===== src/rtl/core_task_loader_if.sv =====
// Dispatcher/core-side bus of one core_task_loader: task and byte handshakes,
// status pulses, and the core control word fields.
interface core_task_loader_if #(
  parameter int CNT_W = 16
);
  logic             taskValid;
  logic [6:0]       taskLen;
  logic             taskReady;
  logic             byteValid;
  logic [7:0]       byteData;
  logic             byteReady;
  logic             abort;
  logic             cProg;
  logic             cPause;
  logic [5:0]       cAddr;
  logic [7:0]       cWrData;
  logic             cStat;
  logic             taskDone;
  logic             taskErr;
  logic [CNT_W-1:0] taskCycles;

  modport slave (
    input  taskValid, taskLen, byteValid, byteData, abort, cStat,
    output taskReady, byteReady, cProg, cPause, cAddr, cWrData,
           taskDone, taskErr, taskCycles
  );

  modport master (
    output taskValid, taskLen, byteValid, byteData, abort, cStat,
    input  taskReady, byteReady, cProg, cPause, cAddr, cWrData,
           taskDone, taskErr, taskCycles
  );
endinterface


===== src/rtl/core_task_loader.sv =====
// Per-core task sequencer: writes a task's bytes into core RAM through program
// mode, settles, releases the core, and reports completion, timeout or abort.
module core_task_loader #(
  parameter int RUN_TIMEOUT = 4096,
  parameter int CNT_W       = 16
) (
  input logic               medClk,
  input logic               rstN,
  core_task_loader_if.slave bus
);
  typedef enum logic [2:0] {
    ST_IDLE   = 3'd0,
    ST_LOAD   = 3'd1,
    ST_SETTLE = 3'd2,
    ST_RUN    = 3'd3,
    ST_FINISH = 3'd4
  } state_t;

  localparam logic [CNT_W-1:0] CNT_ZERO    = {CNT_W{1'b0}};
  localparam logic [CNT_W-1:0] CNT_ONE     = {{(CNT_W-1){1'b0}}, 1'b1};
  localparam logic [CNT_W-1:0] CNT_MAX     = {CNT_W{1'b1}};
  localparam logic [CNT_W-1:0] CNT_TIMEOUT = CNT_W'(RUN_TIMEOUT);

  state_t           state_r, state_s;
  logic [5:0]       last_r, last_s;
  logic [5:0]       cnt_r, cnt_s;
  logic             settle_r, settle_s;
  logic [CNT_W-1:0] run_cnt_r, run_cnt_s, run_inc_s;
  logic             fin_err_r, fin_err_s;
  logic             prog_r, prog_s;
  logic             pause_r, pause_s;
  logic [5:0]       addr_r, addr_s;
  logic [7:0]       wdata_r, wdata_s;
  logic             done_r, done_s;
  logic             err_r, err_s;
  logic [CNT_W-1:0] cycles_r, cycles_s;
  logic             task_ready_r, task_ready_s;
  logic             byte_ready_r, byte_ready_s;
  logic             len_ok_s;

  assign len_ok_s = (bus.taskLen != 7'd0) && (bus.taskLen <= 7'd64);

  // Next state and next registered outputs; bus outputs lag the state by one edge
  always_comb begin
    state_s   = state_r;
    last_s    = last_r;
    cnt_s     = cnt_r;
    settle_s  = settle_r;
    run_cnt_s = run_cnt_r;
    fin_err_s = fin_err_r;
    prog_s    = 1'b0;
    pause_s   = 1'b1;
    addr_s    = addr_r;
    wdata_s   = wdata_r;
    done_s    = 1'b0;
    err_s     = 1'b0;
    cycles_s  = cycles_r;
    run_inc_s = (run_cnt_r == CNT_MAX) ? run_cnt_r : (run_cnt_r + CNT_ONE);

    if (bus.abort && (state_r != ST_IDLE)) begin
      state_s = ST_IDLE;
      addr_s  = 6'd0;
      wdata_s = 8'd0;
      err_s   = 1'b1;
    end else begin
      case (state_r)
        ST_IDLE: begin
          addr_s  = 6'd0;
          wdata_s = 8'd0;
          if (bus.taskValid && task_ready_r) begin
            if (len_ok_s) begin
              state_s = ST_LOAD;
              last_s  = bus.taskLen[5:0] - 6'd1;
              cnt_s   = 6'd0;
            end else begin
              err_s = 1'b1;
            end
          end else begin
            state_s = ST_IDLE;
          end
        end
        ST_LOAD: begin
          // An idle LOAD cycle keeps the core paused without writing
          if (bus.byteValid && byte_ready_r) begin
            prog_s  = 1'b1;
            pause_s = 1'b0;
            addr_s  = cnt_r;
            wdata_s = bus.byteData;
            cnt_s   = cnt_r + 6'd1;
            if (cnt_r == last_r) begin
              state_s  = ST_SETTLE;
              settle_s = 1'b0;
            end else begin
              state_s = ST_LOAD;
            end
          end else begin
            prog_s  = 1'b0;
            pause_s = 1'b1;
          end
        end
        ST_SETTLE: begin
          addr_s  = 6'd0;
          wdata_s = 8'd0;
          if (settle_r) begin
            state_s   = ST_RUN;
            settle_s  = 1'b0;
            run_cnt_s = CNT_ZERO;
          end else begin
            settle_s = 1'b1;
          end
        end
        ST_RUN: begin
          pause_s   = 1'b0;
          addr_s    = 6'd0;
          wdata_s   = 8'd0;
          run_cnt_s = run_inc_s;
          // cStat is stale during the first RUN cycle; completion beats timeout
          if (bus.cStat && (run_cnt_r != CNT_ZERO)) begin
            state_s   = ST_FINISH;
            fin_err_s = 1'b0;
          end else if (run_inc_s >= CNT_TIMEOUT) begin
            state_s   = ST_FINISH;
            fin_err_s = 1'b1;
          end else begin
            state_s = ST_RUN;
          end
        end
        ST_FINISH: begin
          addr_s   = 6'd0;
          wdata_s  = 8'd0;
          cycles_s = run_cnt_r;
          done_s   = ~fin_err_r;
          err_s    = fin_err_r;
          state_s  = ST_IDLE;
        end
        default: begin
          state_s = ST_IDLE;
          addr_s  = 6'd0;
          wdata_s = 8'd0;
        end
      endcase
    end

    task_ready_s = (state_s == ST_IDLE);
    byte_ready_s = (state_s == ST_LOAD);
  end

  // State, counters and registered bus outputs
  always_ff @(posedge medClk) begin
    if (!rstN) begin
      state_r      <= ST_IDLE;
      last_r       <= 6'd0;
      cnt_r        <= 6'd0;
      settle_r     <= 1'b0;
      run_cnt_r    <= CNT_ZERO;
      fin_err_r    <= 1'b0;
      prog_r       <= 1'b0;
      pause_r      <= 1'b1;
      addr_r       <= 6'd0;
      wdata_r      <= 8'd0;
      done_r       <= 1'b0;
      err_r        <= 1'b0;
      cycles_r     <= CNT_ZERO;
      task_ready_r <= 1'b1;
      byte_ready_r <= 1'b0;
    end else begin
      state_r      <= state_s;
      last_r       <= last_s;
      cnt_r        <= cnt_s;
      settle_r     <= settle_s;
      run_cnt_r    <= run_cnt_s;
      fin_err_r    <= fin_err_s;
      prog_r       <= prog_s;
      pause_r      <= pause_s;
      addr_r       <= addr_s;
      wdata_r      <= wdata_s;
      done_r       <= done_s;
      err_r        <= err_s;
      cycles_r     <= cycles_s;
      task_ready_r <= task_ready_s;
      byte_ready_r <= byte_ready_s;
    end
  end

  assign bus.taskReady  = task_ready_r;
  assign bus.byteReady  = byte_ready_r;
  assign bus.cProg      = prog_r;
  assign bus.cPause     = pause_r;
  assign bus.cAddr      = addr_r;
  assign bus.cWrData    = wdata_r;
  assign bus.taskDone   = done_r;
  assign bus.taskErr    = err_r;
  assign bus.taskCycles = cycles_r;
endmodule

===== src/flat_wrapper.sv =====
// flat-port wrapper written by rule: the top's interface ports become plain ports
module core_task_loader_flat 
#(
  parameter int RUN_TIMEOUT = 4096,
  parameter int CNT_W       = 16
)
  (medClk, rstN, bus_taskValid, bus_taskLen, bus_byteValid, bus_byteData, bus_abort, bus_cStat, bus_taskReady, bus_byteReady, bus_cProg, bus_cPause, bus_cAddr, bus_cWrData, bus_taskDone, bus_taskErr, bus_taskCycles);
  core_task_loader_if #(.CNT_W(CNT_W)) bus_i ();
  input logic medClk;
  input logic rstN;
  input wire logic [$bits(bus_i.taskValid)-1:0] bus_taskValid;
  input wire logic [$bits(bus_i.taskLen)-1:0] bus_taskLen;
  input wire logic [$bits(bus_i.byteValid)-1:0] bus_byteValid;
  input wire logic [$bits(bus_i.byteData)-1:0] bus_byteData;
  input wire logic [$bits(bus_i.abort)-1:0] bus_abort;
  input wire logic [$bits(bus_i.cStat)-1:0] bus_cStat;
  output wire logic [$bits(bus_i.taskReady)-1:0] bus_taskReady;
  output wire logic [$bits(bus_i.byteReady)-1:0] bus_byteReady;
  output wire logic [$bits(bus_i.cProg)-1:0] bus_cProg;
  output wire logic [$bits(bus_i.cPause)-1:0] bus_cPause;
  output wire logic [$bits(bus_i.cAddr)-1:0] bus_cAddr;
  output wire logic [$bits(bus_i.cWrData)-1:0] bus_cWrData;
  output wire logic [$bits(bus_i.taskDone)-1:0] bus_taskDone;
  output wire logic [$bits(bus_i.taskErr)-1:0] bus_taskErr;
  output wire logic [$bits(bus_i.taskCycles)-1:0] bus_taskCycles;
  assign bus_i.taskValid = bus_taskValid;
  assign bus_i.taskLen = bus_taskLen;
  assign bus_i.byteValid = bus_byteValid;
  assign bus_i.byteData = bus_byteData;
  assign bus_i.abort = bus_abort;
  assign bus_i.cStat = bus_cStat;
  assign bus_taskReady = bus_i.taskReady;
  assign bus_byteReady = bus_i.byteReady;
  assign bus_cProg = bus_i.cProg;
  assign bus_cPause = bus_i.cPause;
  assign bus_cAddr = bus_i.cAddr;
  assign bus_cWrData = bus_i.cWrData;
  assign bus_taskDone = bus_i.taskDone;
  assign bus_taskErr = bus_i.taskErr;
  assign bus_taskCycles = bus_i.taskCycles;
  core_task_loader #(.RUN_TIMEOUT(RUN_TIMEOUT), .CNT_W(CNT_W)) u_core (.medClk(medClk), .rstN(rstN), .bus(bus_i));
endmodule

===== config.mk =====
export PLATFORM = sky130hd
export DESIGN_NAME = core_task_loader_flat
export DESIGN_NICKNAME = d
export VERILOG_FILES = /design/src/rtl/core_task_loader_if.sv /design/src/rtl/core_task_loader.sv /design/src/flat_wrapper.sv
export SDC_FILE = /design/constraint.sdc
export NUM_CORES = 1
export LEC_CHECK = 0
export ABC_AREA = 1
export BUFFER_PORTS_ARGS = -buffer_cell sky130_fd_sc_hd__buf_2
export CAP_MARGIN = 40
export CORE_MARGIN = 2
export CORE_UTILIZATION = 54
export CTS_BUF_LIST = sky130_fd_sc_hd__clkbuf_4
export DETAILED_ROUTE_END_ITERATION = 10
export PLACE_DENSITY = 0.79
export SLEW_MARGIN = 20
export SYNTH_ARGS = -nofsm -noshare
export SYNTH_HDL_FRONTEND = slang
export SYNTH_SLANG_ARGS = --single-unit

===== constraint.sdc =====
create_clock -name medClk -period 4.3 [get_ports medClk]
set_clock_uncertainty 0.15 [all_clocks]
set_input_delay 0.86 -clock medClk [delete_from_list [all_inputs] [get_ports medClk]]
set_output_delay 0.86 -clock medClk [all_outputs]
set_load 0.005 [all_outputs]

==> impl_metrics.py, run 1 <==
metrics = {
    "global_routing": {
        "grt_max_degree": 41,
        "grt_pass1_vias": 3057,
        "grtUsageTotal_pct": 23.3,
        "grt-ovfl-total": 0,
        "grt_pass1_wl_mm": 13.4,
        "antenna_found_initial": 0,
    },
    "synth": {
        "yosysTopAreaCell": "dfxtp_1",
        "synth_most_common_cell": "nand2_1",
        "synth_top_area_share_pct": 40.9,
        "syn_inst": 492,
        "syn_area_per_cell_um2": 6.87,
        "syn_area_um2": 3380,
        "synth_common_cells": "nand2_1 (134), dfxtp_1 (69), a21oi_1 (62)",
        "synthTopCellsByArea": "dfxtp_1 (41%), nand2_1 (15%), a21oi_1 (9.2%)",
        "syn-num-nets": 518,
        "ys_ff_latch": 69,
        "synth_cell_types": 32,
        "synth-seq-area-share_pct": 40.9,
        "synth_flop_cell": "dfxtp_1",
        "ys_async_sr_fraction_pct": 0,
        "ys_warn_count": 0,
        "synth_edf_count": 0,
    },
    "sta": {
        "period_needed_ns": 2.29,
        "worst_slack_ns": 2.01,
        "fmax_ghz": 0.437,
        "final-hold-violation-count": 0,
        "slew_viol_final": 0,
        "relSlewSlack_pct": 57.8,
        "setup_viol": 0,
        "worst_pin_slew_ns": 0.630,
        "fin_setup_tns_ns": 0,
        "grt_setup_unrepaired": "no",
        "min_period_over_period_pct": 53.2,
        "holdWs_ns": 0.314,
    },
    "power": {
        "seq_power_share_pct": 51.3,
        "cellLeakagePower_nw": 1.63,
        "power.density_nw_per_um2": 332,
        "share_comb_of_total_power_pct": 7.4,
        "p_switching_mw": 0.313,
        "p_total_mw": 1.29,
        "p_clk_share_pct": 41.3,
        "vdd_drop_max_mv": 0.252,
        "switching_share_pct": 24.3,
        "p_int_mw": 0.974,
    },
    "die": {
        "num_rows": 28,
        "die_y_um": 83.1,
        "die-width_um": 83.1,
        "start_util_pct": 56.4,
        "core_region_area_um2": 5990,
        "design.portCount": 57,
        "die_area_um2": 6910,
    },
    "worst_hold_path": {
        "min_to": "u_core.bus.cAddr[2]$_SDFFE_PP0P_",
        "hp-class": "reg2reg",
        "hold_depth": 2,
        "hold_start": "u_core.bus.cAddr[2]$_SDFFE_PP0P_",
    },
    "critical_path": {
        "cp_slowest_cell": "nand2_1",
        "worstPathMaxFanout": 17,
        "start_kind": "input port",
        "reg2regPathDepth": 8,
        "critical_path_class": "in2reg",
        "reg2reg_from": "u_core.bus.byteReady$_SDFF_PN0_",
        "r2r_setup_slack_ns": 2.16,
        "cp.arrival_ns": 2.50,
        "r2r-end": "u_core.cnt_r[3]$_SDFFE_PN0P_",
        "required_ns": 4.52,
        "end_kind": "flip-flop",
        "crit_chain": "buf_2, nand2_1, inv_1, nor2_1, inv_1, nand3_2, inv_2, nand3_1, nand3_1, a21oi_1",
        "crit_path_max_incr_delay_ns": 0.41,
    },
    "place": {
        "place_congestion": 0.890,
        "dp_slack_ns": 1.59,
        "place_area_um2": 3690,
        "dp.cells": 607,
        "port_buffers": 56,
        "dpl.hpwl_mm": 5.58,
    },
    "finish": {
        "nets": 569,
        "finish.utilization_pct": 64.6,
        "drive_above_1_share_pct": 17.3,
        "area.growth.synth_to_final_pct": 14.5,
        "fin_area_um2": 3870,
        "n_antenna_cell": 0,
        "finalNonFillerCells": 623,
    },
    "run": {
        "drv_cap": 0,
    },
    "clocking": {
        "cts_buffers": 9,
        "hold_buffers": 0,
        "clock_path_buffers": 2,
        "cts_tree": "yes",
        "clk_pin_slew_ns": 0.11,
        "clock-sinks": 69,
        "clock_latency_ns": 0.43,
        "cts_root_buffer": "clkbuf_4",
        "htree_levels": 3,
        "cts_resized": 0,
        "cts_setup_buffers": 0,
    },
    "routing": {
        "drtIter0Drc": 165,
        "viasPerCell": 5.26,
        "ant_nets": 0,
        "vias": 3276,
        "wl_per_cell_um": 12.5,
        "dr.pass1.iters": 5,
        "drc": 0,
        "drt_wl_total_mm": 7.81,
    },
    "outcome": {
        "status": "completed",
    },
}
## cell usage in the layout, fill, tap and decap left out, types with 2 or more instances in the layout
master	count
nor2_1	54
o21ai_0	20
bufinv_16	3
ha_1	5
nand3_1	34
inv_1	41
nor3_1	3
dfxtp_1	69
nor2_2	4
clkinvlp_4	2
xor2_1	4
inv_2	2
nand4_1	5
nand2_1	134
a21oi_1	62
xnor2_1	9
clkinv_1	3
buf_2	56
a211oi_1	2
nand3_2	3
nand2_2	5
nor2_4	3
clkbuf_4	9
o21ai_1	3
nand2_4	2
## worst max-delay path: cells and delay by family
kind,cells,cell delay (ns)
and+or+nand+nor,5,0.88
AOI/OAI and AO/OA,1,0.13
buffers and inverters,4,0.62
## state kept, by name, summed over array words and instances, names as in the netlist, 3 cells and up
signal,flops
u_core.last_r,6
u_core.bus.taskCycles,16
u_core.bus.cWrData,8
u_core.cnt_r,6
u_core.state_r,3
u_core.run_cnt_r,16
u_core.bus.cAddr,6
## power groups by stage
stage	sequential [mW]	combinational, mW	clock (mW)
3_5_place_dp	0.675	0.0940	0
4_1_cts	0.660	0.0949	0.538
6_report	0.660	0.0953	0.531
3_3_place_gp	0.674	0.0914	0
2_1_floorplan	0.673	0.0651	0
5_1_grt	0.662	0.107	0.566
## logic make-up (layout without fill, tap and decap cells)
group	after synthesis	count (layout)	synth area share, %
simple gates	251	251	32.6
compound gates	91	91	13.8
flops	69	69	40.9
buf+inv	63	119	7.48
xor+xnor	13	13	3.37
fa+ha+maj	5	5	1.85
## per-layer routing
metal | GRT usage, % | up-vias | routed length (µm)
met5 | 0 | - | 0
met4 | 10.3 | 0 | 117
met3 | 4.17 | 13 | 362
met2 | 40.3 | 77 | 3860
met1 | 28.1 | 1498 | 3470
li1 | - | 1688 | -
## area by class of cell
class                   instances  area [µm²]
multi-input cells             360        1750
repair buffers                 58         299
fillers                       577        2120
inverters                      45         169
clock inverters                 7         114
well taps                      75        93.8
clock buffers                   9        67.6
flip-flops and latches         69        1380
## how the worst max path moves through the flow
stage	start	to	slack, ns	cells past startpoint
after floorplan	bus_taskLen[0]	u_core.cnt_r[2]$_SDFFE_PN0P_	2.04	11
after global placement	bus_byteValid	u_core.cnt_r[2]$_SDFFE_PN0P_	1.66	10
after detailed placement	bus_byteValid	u_core.cnt_r[2]$_SDFFE_PN0P_	1.59	10
after CTS	bus_byteValid	u_core.cnt_r[3]$_SDFFE_PN0P_	2.03	9
after global routing	bus_byteValid	u_core.cnt_r[2]$_SDFFE_PN0P_	1.83	10
final	bus_byteValid	u_core.cnt_r[2]$_SDFFE_PN0P_	2.01	10
(Power assumes the default switching activity.)
==> run 2: changes to the inputs <==
Settings changed: ABC_AREA 1 to 0, CORE_UTILIZATION 54 to 52, PLACE_DENSITY 0.79 to 0.8.
Clock period 4.3 ns to 2.05 ns, I/O delays scaled along.
==> run 2 against run 1 <==
  * Critical endpoint is now u_core.fin_err_r$_SDFFE_PN0P_
  * Die area rose by 0.47%
  * Cell count fell by 9.8%
  * Largest cell class unchanged
  * Via count fell by 0.73%
  * Highest routed layer unchanged
  * Power rose by 110%
  * Synthesized cell count fell by 18%
  * Wire length rose by 12%
  * The flow now finishes with violations (setup timing)
==> impl_metrics.py, run 2 <==
metrics = {
    "outcome": {
        "status": "finished, violations left",
        "violations": "setup timing",
    },
    "synth": {
        "synth_cell_types": 56,
        "synth_most_common_cell": "nand2_1",
        "synth_edf_count": 0,
        "yosysTopAreaCell": "dfxtp_1",
        "synthTopCellsByArea": "dfxtp_1 (42%), nand2_1 (9.3%), a21oi_1 (6.4%)",
        "syn_area_um2": 3270,
        "synth_top_area_share_pct": 42.2,
        "syn_inst": 404,
        "synth-seq-area-share_pct": 42.2,
        "ys_warn_count": 0,
        "syn-num-nets": 430,
        "ys_ff_latch": 69,
        "syn_area_per_cell_um2": 8.10,
        "synth_flop_cell": "dfxtp_1",
        "ys_async_sr_fraction_pct": 0,
        "synth_common_cells": "nand2_1 (81), dfxtp_1 (69), a21oi_1 (42)",
    },
    "place": {
        "port_buffers": 56,
        "place_congestion": 0.921,
        "place_area_um2": 3820,
        "dp_slack_ns": -0.0834,
        "dp.cells": 545,
        "dpl.hpwl_mm": 6.23,
    },
    "die": {
        "start_util_pct": 54.6,
        "die_y_um": 83.3,
        "die_area_um2": 6940,
        "die-width_um": 83.3,
        "num_rows": 28,
        "core_region_area_um2": 5990,
        "design.portCount": 57,
    },
    "global_routing": {
        "antenna_found_initial": 0,
        "grt-ovfl-total": 0,
        "grt_pass1_wl_mm": 14.6,
        "grt_pass1_vias": 3162,
        "grt_max_degree": 18,
        "grtUsageTotal_pct": 25.9,
    },
    "sta": {
        "slew_viol_final": 0,
        "final-hold-violation-count": 0,
        "fmax_ghz": 0.485,
        "period_needed_ns": 2.06,
        "grt_setup_unrepaired": "yes",
        "setup_viol": 1,
        "min_period_over_period_pct": 101,
        "worst_slack_ns": -0.0106,
        "relSlewSlack_pct": 58.3,
        "holdWs_ns": 0.0520,
        "fin_setup_tns_ns": -0.0106,
        "worst_pin_slew_ns": 0.625,
    },
    "critical_path": {
        "cp.arrival_ns": 2.22,
        "required_ns": 2.21,
        "critical_path_class": "reg2reg",
        "end_kind": "flip-flop",
        "worstPathMaxFanout": 4,
        "r2r_setup_slack_ns": -0.01,
        "start_kind": "flip-flop",
    },
    "finish": {
        "drive_above_1_share_pct": 27.9,
        "n_antenna_cell": 0,
        "fin_area_um2": 4090,
        "area.growth.synth_to_final_pct": 25.2,
        "nets": 509,
        "finish.utilization_pct": 68.3,
        "finalNonFillerCells": 562,
        "mostFrequentLayoutCells": "nand2_1 (81), dfxtp_1 (66), buf_2 (56), a21oi_1 (42), buf_4 (40)",
        "mostFrequentLayoutCell": "nand2_1",
    },
    "routing": {
        "wl_per_cell_um": 15.6,
        "drtIter0Drc": 251,
        "dr.pass1.iters": 5,
        "viasPerCell": 5.79,
        "drc": 0,
        "drt_wl_total_mm": 8.75,
        "ant_nets": 0,
        "vias": 3252,
    },
    "clocking": {
        "cts_tree": "yes",
        "clock-sinks": 69,
        "htree_levels": 3,
        "clk_pin_slew_ns": 0.12,
        "clock_path_buffers": 2,
        "clock_latency_ns": 0.42,
        "cts_buffers": 9,
        "cts_root_buffer": "clkbuf_4",
    },
    "power": {
        "power.density_nw_per_um2": 657,
        "cellLeakagePower_nw": 1.66,
        "p_total_mw": 2.69,
        "vdd_drop_max_mv": 0.606,
    },
    "worst_hold_path": {
        "hp-class": "in2reg",
    },
    "run": {
        "drv_cap": 0,
    },
}
## run 2: cell count changes after synthesis, sizes merged, moves of 5 or more
cell | previous run | this run
a211oi | 2 | 8
a21oi | 62 | 42
clkbuf | 11 | 18
inv | 43 | 11
o21ai | 23 | 18
nor4 | 0 | 9
nor2 | 61 | 28
xor2 | 4 | 10
nand2 | 141 | 81
nand3 | 37 | 10
nor3 | 4 | 18
## run 2: final cells by class
| cell class | count | area (µm²) |
|---|---|---|
| inverters | 11 | 41.3 |
| fillers | 493 | 1900 |
| flip-flops and latches | 69 | 1390 |
| clock inverters | 6 | 113 |
| repair buffers | 96 | 581 |
| multi-input cells | 296 | 1810 |
| clock buffers | 9 | 67.6 |
| well taps | 75 | 93.8 |
## run 2: per-layer routing
layer	vias to the layer above	GRT usage, %	wire length, µm
met1	1515	29.3	3380
met3	20	6.96	612
met5	-	0	0
li1	1581	-	-
met4	0	11.3	217
met2	136	45.5	4540
## run 2: logic make-up (layout without fill, tap and decap cells)
logic type                 Yosys count  count (layout)  synth area share, %
and+or+nand+nor                    177             177                 27.6
AOI/OAI and AO/OA                   95              95                 17.8
DFF                                 69              69                 42.2
buffers and inverters               39             122                 5.13
xor gates and xnor gates            15              15                 4.02
adders and majority gates            5               5                 1.91
muxes                                4               4                 1.30
## run 2: timing repair
item,CTS,global route
setup buffers,0,2
setup endpoints to repair,3,10
resized for setup,5,11
pin swaps,1,6
endpoints found under the hold margin,0,0
hold buffers,0,0
## run 2: path summary, 6_finish.rpt
kind	startpoint	endpoint	cells after the start
min	bus_taskLen[0]	u_core.last_r[0]$_SDFFE_PN0P_	2
max reg2reg	u_core.run_cnt_r[0]$_SDFFE_PN0P_	u_core.fin_err_r$_SDFFE_PN0P_	6
min reg2reg	u_core.bus.taskCycles[2]$_SDFFE_PN0P_	u_core.bus.taskCycles[2]$_SDFFE_PN0P_	2
max	u_core.run_cnt_r[0]$_SDFFE_PN0P_	u_core.fin_err_r$_SDFFE_PN0P_	6
## run 2: power by group
part,internal [mW],switching (mW),total (mW)
registers,1.36,0.0200,1.38
logic,0.0852,0.114,0.199
clock network,0.613,0.500,1.11
total,2.06,0.634,2.69
## run 2: critical path, cell delays in order (launching register included)
cell      delay (ns)
dfxtp_4         0.39
ha_4            0.15
nand4_4         0.13
nor4_4          0.34
mux2_4          0.37
nor4bb_4        0.32
o21ai_1         0.10
